$ cat src/rtl/seq_shift_add_multiplier.sv
// Sequential shift-and-add multiplier, WIDTH x WIDTH -> 2*WIDTH bits.
// Runs one iteration per clock on the operand magnitudes. The sign is
// applied once, in the final cycle. It completes WIDTH+1 cycles after start
// is accepted, and emits a single-cycle done pulse with a registered product.
module seq_shift_add_multiplier #(
  parameter int WIDTH = 4
) (
  input  logic               clk,
  input  logic               rst_n,
  input  logic               start,
  input  logic               is_signed,
  input  logic [WIDTH-1:0]   A,
  input  logic [WIDTH-1:0]   B,
  output logic [2*WIDTH-1:0] P,
  output logic               busy,
  output logic               done
);

  localparam int CW = $clog2(WIDTH + 1);
  localparam logic [CW-1:0]    CNT_INIT = CW'(WIDTH);
  localparam logic [CW-1:0]    CNT_ONE  = CW'(1);
  localparam logic [WIDTH-1:0] ONE_W    = WIDTH'(1);

  typedef enum logic [1:0] {
    IDLE   = 2'd0,
    CALC   = 2'd1,
    FINISH = 2'd2
  } state_t;

  state_t               state_q, state_d;
  logic [WIDTH-1:0]     mcand_q, mcand_d;   // multiplicand magnitude
  logic [WIDTH-1:0]     mplr_q,  mplr_d;    // multiplier, shifts out LSB-first, low product bits shift in
  logic [WIDTH:0]       acc_q,   acc_d;     // upper accumulator with carry bit
  logic [CW-1:0]        cnt_q,   cnt_d;     // iterations remaining
  logic                 neg_q,   neg_d;     // result must be negated
  logic [2*WIDTH-1:0]   p_q,     p_d;
  logic                 done_q,  done_d;

  logic [WIDTH-1:0]     mag_a, mag_b;
  logic [WIDTH:0]       sum;
  logic [2*WIDTH-1:0]   raw;

  // Operand magnitudes. The most-negative value maps onto 2^(WIDTH-1) unsigned, which still fits.
  always_comb begin
    mag_a = (is_signed && A[WIDTH-1]) ? (~A + ONE_W) : A;
    mag_b = (is_signed && B[WIDTH-1]) ? (~B + ONE_W) : B;
  end

  // Next-state and datapath: latch in IDLE, add/shift in CALC, sign-fix in FINISH.
  always_comb begin
    state_d = state_q;
    mcand_d = mcand_q;
    mplr_d  = mplr_q;
    acc_d   = acc_q;
    cnt_d   = cnt_q;
    neg_d   = neg_q;
    p_d     = p_q;
    done_d  = 1'b0;
    sum     = acc_q;
    raw     = {acc_q[WIDTH-1:0], mplr_q};

    case (state_q)
      IDLE: begin
        if (start) begin
          mcand_d = mag_a;
          mplr_d  = mag_b;
          neg_d   = is_signed & (A[WIDTH-1] ^ B[WIDTH-1]);
          acc_d   = '0;
          cnt_d   = CNT_INIT;
          state_d = CALC;
        end
      end
      CALC: begin
        // The carry out of the add is kept in acc bit WIDTH, so the shift never loses it.
        if (mplr_q[0]) sum = acc_q + {1'b0, mcand_q};
        acc_d  = {1'b0, sum[WIDTH:1]};
        mplr_d = {sum[0], mplr_q[WIDTH-1:1]};
        cnt_d  = cnt_q - CNT_ONE;
        if (cnt_q == CNT_ONE) state_d = FINISH;
      end
      FINISH: begin
        p_d     = neg_q ? -raw : raw;
        done_d  = 1'b1;
        state_d = IDLE;
      end
      default: state_d = IDLE;
    endcase
  end

  // State and datapath registers with synchronous active-low reset.
  always_ff @(posedge clk) begin
    if (!rst_n) begin
      state_q <= IDLE;
      mcand_q <= '0;
      mplr_q  <= '0;
      acc_q   <= '0;
      cnt_q   <= '0;
      neg_q   <= 1'b0;
      p_q     <= '0;
      done_q  <= 1'b0;
    end else begin
      state_q <= state_d;
      mcand_q <= mcand_d;
      mplr_q  <= mplr_d;
      acc_q   <= acc_d;
      cnt_q   <= cnt_d;
      neg_q   <= neg_d;
      p_q     <= p_d;
      done_q  <= done_d;
    end
  end

  assign P    = p_q;
  assign done = done_q;
  assign busy = (state_q != IDLE);

endmodule
$ cat config.mk
export PLATFORM = sky130hd
export DESIGN_NAME = seq_shift_add_multiplier
export DESIGN_NICKNAME = d
export VERILOG_FILES = /design/src/rtl/seq_shift_add_multiplier.sv
export SDC_FILE = /design/constraint.sdc
export NUM_CORES = 1
export LEC_CHECK = 0
export ABC_AREA = 1
export BUFFER_PORTS_ARGS = -buffer_cell sky130_fd_sc_hd__buf_4
export CAP_MARGIN = 0
export CORE_ASPECT_RATIO = 2
export CORE_MARGIN = 2
export CORE_UTILIZATION = 45
export DETAILED_ROUTE_END_ITERATION = 10
export PLACE_DENSITY = 0.63
export REMOVE_ABC_BUFFERS = 1
export SLEW_MARGIN = 30
export SYNTH_ARGS = -nofsm -noshare
export SYNTH_HDL_FRONTEND = slang
export SYNTH_SLANG_ARGS = --single-unit
export TNS_END_PERCENT = 50
$ cat constraint.sdc
create_clock -name clk -period 1.6 [get_ports clk]
set_input_delay 0.08 -clock clk [delete_from_list [all_inputs] [get_ports clk]]
set_output_delay 0.08 -clock clk [all_outputs]
set_load 0.01 [all_outputs]
* After elaboration in Yosys (flattened, before gate mapping)
Index checks and enable logic that the tools add are counted.
Operators by class: add/subtract/negate cells 5, $mul 0, div/mod/pow operators 0, magnitude comparators 0, eq/ne operators 5, shift operators 0, muxes and demuxes 14, bitwise logic cells 4, reductions and logical operators 8
Operator list (count):
- 4-bit 2-to-1 mux | 3
- 5-bit 2-to-1 mux | 2
- 5-bit one-hot mux with 2 select lines | 1
- 4-bit by 1-bit adder with 4-bit output, second input constant | 2
- 8-bit 2-to-1 mux | 1
- 8-bit negation | 1
- 4-bit inverter | 2
- 4-bit one-hot mux with 2 select lines | 1
- 3-bit one-hot mux with 2 select lines | 1
- 2-bit AND reduction | 3
- 5-bit by 4-bit adder with 5-bit output | 1
- 2-bit 2-to-1 mux | 2
- 2-bit != test, second input constant | 2
- 2-bit one-hot mux with 2 select lines | 1
- 2-bit nonzero test | 2
- 3-bit by 1-bit equality test with 1-bit output, second input constant | 1
- 3-bit 2-to-1 mux | 1
- 3-bit by 1-bit subtractor with 3-bit output, second input constant | 1
- 2-bit by 1-bit equality test with 1-bit output, second input constant | 1
- 2-bit equality test, second input constant | 1
- 1-bit logical AND | 2
- 2-bit zero test | 1
- 1-bit bitwise AND | 1
- 1-bit 2-to-1 mux | 1
- 1-bit bitwise XOR | 1
Word-level totals: flip-flop bits (word level) 28, latch bits 0, bits in writable memories 0, bits in read-only memories 0, input bits 12, output and inout port bits 10, logic and storage cells 44, memories 0

* Logic depth before layout (Yosys ltp)
Gate-level depths: netlist of the first run.
word-level depth 5, depth in mapped cells 9, mapped depth without buffers 9

* Worst setup path before layout of the first run
OpenSTA, ideal clock, no wires.
kind register -> register, start point reg acc_q[0], end point reg acc_q[1], setup time 70 ps, arrival 1387 ps, required time 1530 ps, path slack 143 ps, stages on the path, launching flop included 9, buffers on the path 0, clock period less this slack 1457 ps, cell sequence dfxtp_1 > ha_1 > inv_1 > fa_1 > inv_1 > nor2_1 > o21ai_0 > o211ai_1 > a21oi_1
On the way: longest elaborated chain between the ends 3
RTL lines:
- start, declared | RTL line 33 | logic [WIDTH:0] acc_q, acc_d;
- start signal, assigned | RTL line 96 | acc_q <= '0;
- start signal, assigned | RTL line 105 | acc_q <= acc_d;
- 5-bit by 4-bit adder with 5-bit output | RTL line 75 | if (mplr_q[0]) sum = acc_q + {1'b0, mcand_q};
- 5-bit 2-to-1 mux | RTL line 75
- 5-bit one-hot mux with 2 select lines | RTL line 62 | case (state_q)
No other way between the ends. A chain may end at the register's enable or synchronous reset.

* Worst setup path in the final report of the first run
start point reg mcand_q[0], end point reg acc_q[1]
On the way: longest elaborated chain between the ends 3
RTL lines:
- start, declared | RTL line 31 | logic [WIDTH-1:0] mcand_q, mcand_d;
- start signal, assigned | RTL line 103 | mcand_q <= mcand_d;
- 5-bit by 4-bit adder with 5-bit output | RTL line 75
- 5-bit 2-to-1 mux | RTL line 75
- 5-bit one-hot mux with 2 select lines | RTL line 62
No other way between the ends.

==> results of run 1 <==
==> cells by family (layout without fill, tap and decap cells) <==
family                   Yosys count  count (layout)  share of synthesized area
adder cells (fa/ha/maj)           10              10                    0.08790
buffers and inverters             40              62                     0.1103
AO/OA/AOI/OAI                     55              55                     0.1907
XOR/XNOR                           5               5                    0.02903
AND/OR/NAND/NOR                   74              74                     0.2239
flip-flops                        27              27                     0.3582
==> state kept, by name, indices dropped and copies added, names as in the netlist <==
signal   flops
P            8
acc_q        4
cnt_q        3
done         1
mcand_q      4
mplr_q       4
neg_q        1
state_q      2
==> layout make-up <==
type / count / area, sq um / area share
clock buffer: 4 / 45.04 / 0.02579
inverter: 35 / 138.9 / 0.07951
multi-input combinational: 144 / 807.0 / 0.4620
sequential: 27 / 544.3 / 0.3116
tap: 31 / 38.79 / 0.02221
timing repair buffer: 23 / 172.7 / 0.09885
==> routing by layer <==
layer,track usage,up-vias,part of all wire
met5,0,-,0
met4,0.1176,0,0.035
met3,0.02947,11,0.031
met2,0.3195,31,0.54
met1,0.1924,628,0.40
li1,-,732,-
==> timing repair <==
item                       CTS  global route
pin swaps                    0             1
gates resized for setup      1             5
setup endpoints to repair    1             2
==> worst paths after layout <==
kind                                              start                      end  slack (ns)  depth (start not counted)
worst max-delay path            mcand_q[0]$_SDFFE_PN0P_    acc_q[1]$_SDFFE_PN0P_        0.08                          8
worst max register to register  mcand_q[0]$_SDFFE_PN0P_    acc_q[1]$_SDFFE_PN0P_        0.08                          8
worst min-delay path                               A[0]  mcand_q[0]$_SDFFE_PN0P_        0.08                          3
worst min register to register   mplr_q[1]$_SDFFE_PN0P_        P[1]$_SDFFE_PN0P_        0.50                          2
==> where the power goes <==
group | total [mW] | internal, mW | switching [mW]
Clock | 0.388 | 0.179 | 0.209
Sequential | 0.753 | 0.712 | 0.0403
Combinational | 0.312 | 0.125 | 0.187
==> critical path, cell delays in order, from the launching register on <==
cell and delay, ns:
dfxtp_2 0.34, ha_1 0.18, inv_1 0.06, fa_2 0.35, inv_1 0.06, nor2_1 0.04, o21ai_1 0.16, o211ai_1 0.13
a21oi_1 0.13
==> through the flow <==
stage,cell area [sq um],util,total power [mW],worst slack (ns)
final,1747,0.5470,1.453,0.08385
after global routing,1747,0.5470,1.541,-0.01629
after CTS,1738,0.5443,1.464,0.02131
after detailed placement,1693,0.5302,1.080,0.006563
after global placement,1693,0.5302,1.068,0.1756
after floorplan,1481,-,0.9759,0.1425
==> cell usage in the layout (no fill, tap or decap), drive strengths merged, types with 2 or more instances in the layout <==
cell type	Yosys	final
inv	35	35
nand2	34	34
a21oi	28	28
dfxtp	27	27
nor2	25	25
buf	3	23
o21ai	21	21
nand3	13	13
ha	9	9
clkbuf	2	4
xor2	3	3
o211ai	3	3
xnor2	2	2
==> metrics, run 1 <==
area of the mapped netlist 1509 sq um; Synth cell types 28; static leakage 0.8015 nW; Core Footprint 3193 sq um; io pins 22; top cell type's share of synthesized area 0.3582; vias per inst 5.311; Routability Congestion 0.7756; Tcrit/Tclk final 0.9476; Total Wirelength 3.246 mm; clock buffer depth 2; Routed Antenna Nets 0; Congestion Overflow GR 0; DR iter-0 viols 21; wire per inst 12.30 microns; Max Fanout on Critical Path 2; placed cell count 260; crit path launch type register; Req. time, crit path 1.81 ns; worst relative slew slack 0.6954; Post-Layout Cell Count 264; Syn Area/Cell 7.151 sq um; setup violators final 0; largest net degree at the start of global routing 17; CTS HTree Levels 1; worst hold slack 0.07518 ns; Die Height 85.89 microns; Max VDD drop 0.0006121 V; Post-synth EDFFs 0; Reg clk slew, reported paths 0.09 ns; Worst EP arrival 1.72 ns; Die X 44.95 microns; placed wire-length estimate 2.589 mm; drt pass-1 iters 4; CP Class reg2reg; Gate Count Post-Synth 211; slew of the pin with the lowest slew margin 0.4564 ns; floorplan row count 29; Final Hold Fails 0; setup TNS 0 ns; top-count cell post-synth nand2_1; TritonCTS Buffers 3; Tmin final 1.516 ns; via count 1402; fin. max-slew vios 0; Most used DFF post-synth dfxtp_1; clk_skew 0.002366 ns; vias in the first global route 1288; layout cells sized above 1 0.1760; maximum clock frequency 659.6 MHz; # clock sinks 27; final-stage net count 256; antenna violations before repair 0; most frequent cells after synthesis nand2_1 (33), inv_1 (29), a21oi_1 (28), dfxtp_1 (27), nor2_1 (23); later-pin clock latency in the skew report 0.28 ns; CTS tree yes; PortBufs 21; top cells by area, synth dfxtp_1 (36%), a21oi_1 (9.3%), nand2_1 (8.2%), ha_1 (7.5%), inv_1 (7.2%); Die Area 3860 sq um; # Post-CTS Setup Buffers 0; Setup crit end kind register; post-synthesis sequential area ratio 0.3582; status finished clean; pwr dens 831.7 nW/um^2; DRC 0; Starting Density 0.4726; hold buffers post-CTS 0; first-pass GRT wire length 5.361 mm; CTS Root Cell clkbuf_8; Max Cap Violations 0; Hold WC Path Type in2reg; asr flop ratio synth 0; FILL cells 324; # diodes 0; Layout area overhead 15.75%; Seq cells post-synth 27; post-synth top area cell dfxtp_1; Yosys warnings 0; GRT Overall Usage 0.1842
Note: power is estimated with default switching activity, not from simulation.
==> inputs of run 2 (changes only) <==
CTS_BUF_LIST = sky130_fd_sc_hd__clkbuf_16   (was default)
PLACE_DENSITY = 0.65   (was 0.63)
==> run 2 against run 1 <==
Compared with the run above: global-route usage grew 0.14 points; design area grew 2.1%; routed wire length shrank 0.40%; setup slack gained 0.013 ns; sequential cell count is the same; sequential power shrank 0.7%; final cell count grew 0.38%; combinational power grew 3%; clock skew is essentially flat; non-clock buffer count grew 1; critical path depth is the same; sequential share of layout area shrank 0.80 points.
==> metrics, run 2 (same netlist as run 1, synthesis figures left out) <==
Clk network pwr share 0.353; r2r startpoint mcand_q[0]$_SDFFE_PN0P_; GRT Overall Usage 0.1856; final-stage net count 257; Sw Ratio 0.2874; floorplan row count 29; worst relative slew slack 0.6918; max reg flops 8; pwr dens 926.0 nW/um^2; placed wire-length estimate 2.483 mm; flop-to-flop setup slack 0.1 ns; status finished clean; Max VDD drop 0.0005797 V; fin. max-slew vios 0; Die X 44.95 microns; CTS HTree Levels 1; slew of the pin with the lowest slew margin 0.4618 ns; Max Cap Violations 0; setup violators final 0; antenna violations before repair 0; Layout area overhead 18.24%; maximum clock frequency 665.2 MHz; PortBufs 21; Routability Congestion 0.8241; Core Footprint 3193 sq um; most common cell after layout, fill and taps aside nand2_1; DP Worst Slack 0.1120 ns; clk_skew 0.002766 ns; Hold EP mcand_q[0]$_SDFFE_PN0P_; drt pass-1 iters 4; P_sw 0.4749 mW; Routed Antenna Nets 0; Max Fanout on Critical Path 2; setup TNS 0 ns; Die Area 3860 sq um; largest net degree at the start of global routing 17; multi-input logic area 804.5 sq um; Hold Startpoint A[0]; static leakage 0.8233 nW; via count 1389; vias per inst 5.242; crit path launch type register; R2R Path End acc_q[1]$_SDFFE_PN0P_; Hold WC Path Type in2reg; CTS tree yes; Die Height 85.89 microns; later-pin clock latency in the skew report 0.27 ns; # Post-CTS Setup Buffers 0; register area 541.8 sq um; DRC 0; TritonCTS Buffers 3; Reg power frac 0.453; layout cells sized above 1 0.1709; overall power 1.652 mW; CP Class reg2reg; RSZ-0062 raised after global routing false; clock buffer depth 2; combinational share of power 0.194; Tmin final 1.503 ns; DR iter-0 viols 23; Starting Density 0.4726; design internal power 1.177 mW; Reg clk slew, reported paths 0.07 ns; io pins 22; vias in the first global route 1230; hold depth 3; Congestion Overflow GR 0; FILL cells 326; CTS Root Cell clkbuf_16; crit path from mcand_q[0]$_SDFFE_PN0P_; worst setup margin 0.09660 ns; Req. time, crit path 1.79 ns; FF-to-FF path depth 8; Final Hold Fails 0; Tcrit/Tclk final 0.9396; Worst EP arrival 1.70 ns; wire per inst 12.20 microns; Setup crit end kind register; # clock sinks 27; first-pass GRT wire length 5.340 mm; # diodes 0; Total Wirelength 3.233 mm; commonest non-fill, non-tap cells in the layout nand2_1 (33), inv_1 (29), a21oi_1 (28)
run 2: cell count changes in the layout (fill, tap and decap cells not counted):
cell,delta
fa_1,+1
dfxtp_2,-2
clkbuf_8,-3
buf_4,+1
dfxtp_1,+2
fa_2,-1
clkbuf_1,-1
clkbuf_16,+3
clkinv_2,+1
run 2: routing by layer:
layer | share of wire | vias to the layer above | GRT usage | wire length [microns]
li1 | - | 732 | - | -
met1 | 0.41 | 630 | 0.2008 | 1320
met2 | 0.55 | 22 | 0.3390 | 1767
met3 | 0.025 | 5 | 0.01895 | 82
met4 | 0.019 | 0 | 0.08289 | 63
met5 | 0 | - | 0 | 0
run 2: layout make-up:
cell class / instances / area share
multi-input cells: 144 / 0.4509
flip-flops and latches: 27 / 0.3036
repair buffers: 24 / 0.1010
inverters: 35 / 0.07784
clock buffers: 3 / 0.04208
well taps: 31 / 0.02174
clock inverters: 1 / 0.002805
run 2: worst max-delay path: stages (launching register included):
cell      delay (ns)
dfxtp_1         0.35
ha_1            0.17
inv_1           0.05
fa_1            0.40
inv_1           0.07
nor2_1          0.04
o21ai_1         0.14
o211ai_1        0.10
a21oi_1         0.12
run 2: repair_timing:
item	CTS	global route
hold buffers	0	0
endpoints found under the setup margin	0	2
gates resized for setup	0	3
run 2: metrics by stage:
step	instance area [sq um]	hold slack, ns	utilization	std cells
floorplan	1481	0.2184	-	206
global placement	1700	0.3538	0.5325	261
detailed placement	1700	0.3614	0.5325	261
CTS	1780	0.08482	0.5576	265
global route	1784	0.1017	0.5588	265
finish	1784	0.07912	0.5588	265
run 2: worst max-delay path by stage:
stage	slack, ns	endpoint	cells past startpoint
6_report	0.1	acc_q[1]$_SDFFE_PN0P_	8
5_1_grt	0.008	acc_q[3]$_SDFFE_PN0P_	8
4_1_cts	0.09	acc_q[1]$_SDFFE_PN0P_	8
3_5_place_dp	0.11	acc_q[1]$_SDFFE_PN0P_	8
3_3_place_gp	0.15	acc_q[1]$_SDFFE_PN0P_	8
2_1_floorplan	0.14	acc_q[1]$_SDFFE_PN0P_	8
run 2: power by group through the flow:
stage | clock network, mW | registers [mW] | logic, mW
floorplan | 0 | 0.759 | 0.217
global placement | 0 | 0.762 | 0.317
detailed placement | 0 | 0.763 | 0.321
CTS | 0.590 | 0.748 | 0.323
global route | 0.615 | 0.754 | 0.367
finish | 0.584 | 0.748 | 0.320
==> inputs of run 3 (changes only) <==
REMOVE_ABC_BUFFERS = default   (was 1)
==> run 3 against run 2 <==
Compared with the run above: sequential cell count stayed put; non-clock buffer count unchanged; utilization is the same; sequential power is essentially flat; combinational power down 2%; critical path depth shrank 1; die area did not move; largest cell class unchanged.
==> metrics, run 3 (same netlist as run 1, synthesis figures left out) <==
Max Cap Violations 0; largest net degree at the start of global routing 17; Hold WC Path Type in2reg; Max Fanout on Critical Path 2; sum of buffers and inverters on the critical path 1; antenna violations before repair 0; Routability Congestion 0.8207; GRT Overall Usage 0.1851; # diodes 0; Setup crit end kind register; TritonCTS Buffers 3; RSZ-0062 raised after global routing false; CP Class reg2reg; worst hold slack 0.08607 ns; Starting Density 0.4726; Tmin final 1.481 ns; wire per inst 11.92 microns; placed cell count 261; Worst EP arrival 1.61 ns; Congestion Overflow GR 0; Final Hold Fails 0; later-pin clock latency in the skew report 0.26 ns; max reg flops 8; maximum clock frequency 675.4 MHz; Die Height 85.89 microns; CP top delay family adder cells; DR iter-0 viols 25; most common cell after layout, fill and taps aside nand2_1; commonest non-fill, non-tap cells in the layout nand2_1 (33), inv_1 (29), a21oi_1 (28); Final Cell Area 1784 sq um; pwr dens 916.0 nW/um^2; Routed Antenna Nets 0; Die X 44.95 microns; setup TNS 0 ns; Post-Layout Cell Count 265; Total Wirelength 3.159 mm; DRC 0; overall power 1.634 mW; setup violators final 0; FILL cells 318; crit path launch type register; CTS HTree Levels 1; via count 1368; static leakage 0.8208 nW; placed wire-length estimate 2.438 mm; clk_skew 0.002919 ns; io pins 22; drt pass-1 iters 4; PortBufs 21; layout cells sized above 1 0.1709; vias per inst 5.162; CP peak stage delay 0.38 ns; first-pass GRT wire length 5.402 mm; Die Area 3860 sq um; slew of the pin with the lowest slew margin 0.4718 ns; Placement Cell Area 1700 sq um; # clock sinks 27; Layout area overhead 18.24%; Core Footprint 3193 sq um; CTS tree yes; CP Cell Sequence ha_2 -> inv_1 -> fa_1 -> nor2_1 -> o21ai_1 -> o211ai_1 -> a21oi_1; Reg clk slew, reported paths 0.07 ns; Max VDD drop 0.0007577 V; worst relative slew slack 0.6851; Mapped Nets 233; clock buffer depth 2; status finished clean; floorplan row count 29; final-stage net count 257; CTS Root Cell clkbuf_16; Req. time, crit path 1.73 ns; vias in the first global route 1263; fin. max-slew vios 0; Critical Path Slowest Stage Cell fa_1; Tcrit/Tclk final 0.9254
==> run 3: changes by cell type in the layout (fill, tap and decap cells not counted) <==
cell | previous run | this run
ha_2 | 0 | 1
nor2_1 | 22 | 23
nor2_2 | 2 | 1
ha_1 | 9 | 8
==> run 3: final cells by class <==
type	count	area, sq um	area share
clock buffers	3	75.07	0.04208
clock inverters	1	5.005	0.002805
inverters	35	138.9	0.07784
multi-input cells	144	804.5	0.4509
flip-flops and latches	27	541.8	0.3036
well taps	31	38.79	0.02174
repair buffers	24	180.2	0.1010
==> run 3: tightest hold or removal path: cells and delay by family <==
| family | cells | cell delay [ns] |
|---|---|---|
| compound gates | 1 | 0.10 |
| buf+inv | 2 | 0.12 |
==> run 3: layer usage <==
| layer | share of wire | GRT usage | vias to the layer above |
|---|---|---|---|
| met4 | 0.016 | 0.07219 | 0 |
| li1 | - | - | 733 |
| met3 | 0.023 | 0.01895 | 6 |
| met1 | 0.43 | 0.2111 | 602 |
| met2 | 0.53 | 0.3325 | 27 |
| met5 | 0 | 0 | - |
==> run 3: where the power goes <==
group,internal [mW],leakage (nW),switching [mW]
sequential,0.712,0.221,0.0355
combinational,0.127,0.559,0.188
clock,0.337,0.0409,0.234
==> run 3: stage by stage <==
stage | setup WS [ns] | util
after detailed placement | 0.1324 | 0.5325
after floorplan | 0.1426 | -
after CTS | 0.1129 | 0.5576
final | 0.1193 | 0.5588
after global routing | 0.005566 | 0.5588
after global placement | 0.1471 | 0.5325
==> run 3: final timing paths <==
check	endpoint	from	cells past startpoint	slack, ns
worst max-delay path	acc_q[1]$_SDFFE_PN0P_	mcand_q[0]$_SDFFE_PN0P_	7	0.12
worst min-delay path	mcand_q[0]$_SDFFE_PN0P_	A[0]	3	0.09
worst max register to register	acc_q[1]$_SDFFE_PN0P_	mcand_q[0]$_SDFFE_PN0P_	7	0.12
worst min register to register	P[1]$_SDFFE_PN0P_	mplr_q[1]$_SDFFE_PN0P_	2	0.49
==> run 3: what timing repair did <==
item	CTS	global route
hold buffers	0	0
endpoints found under the setup margin	0	1
setup buffers	0	0
resized for setup	0	3
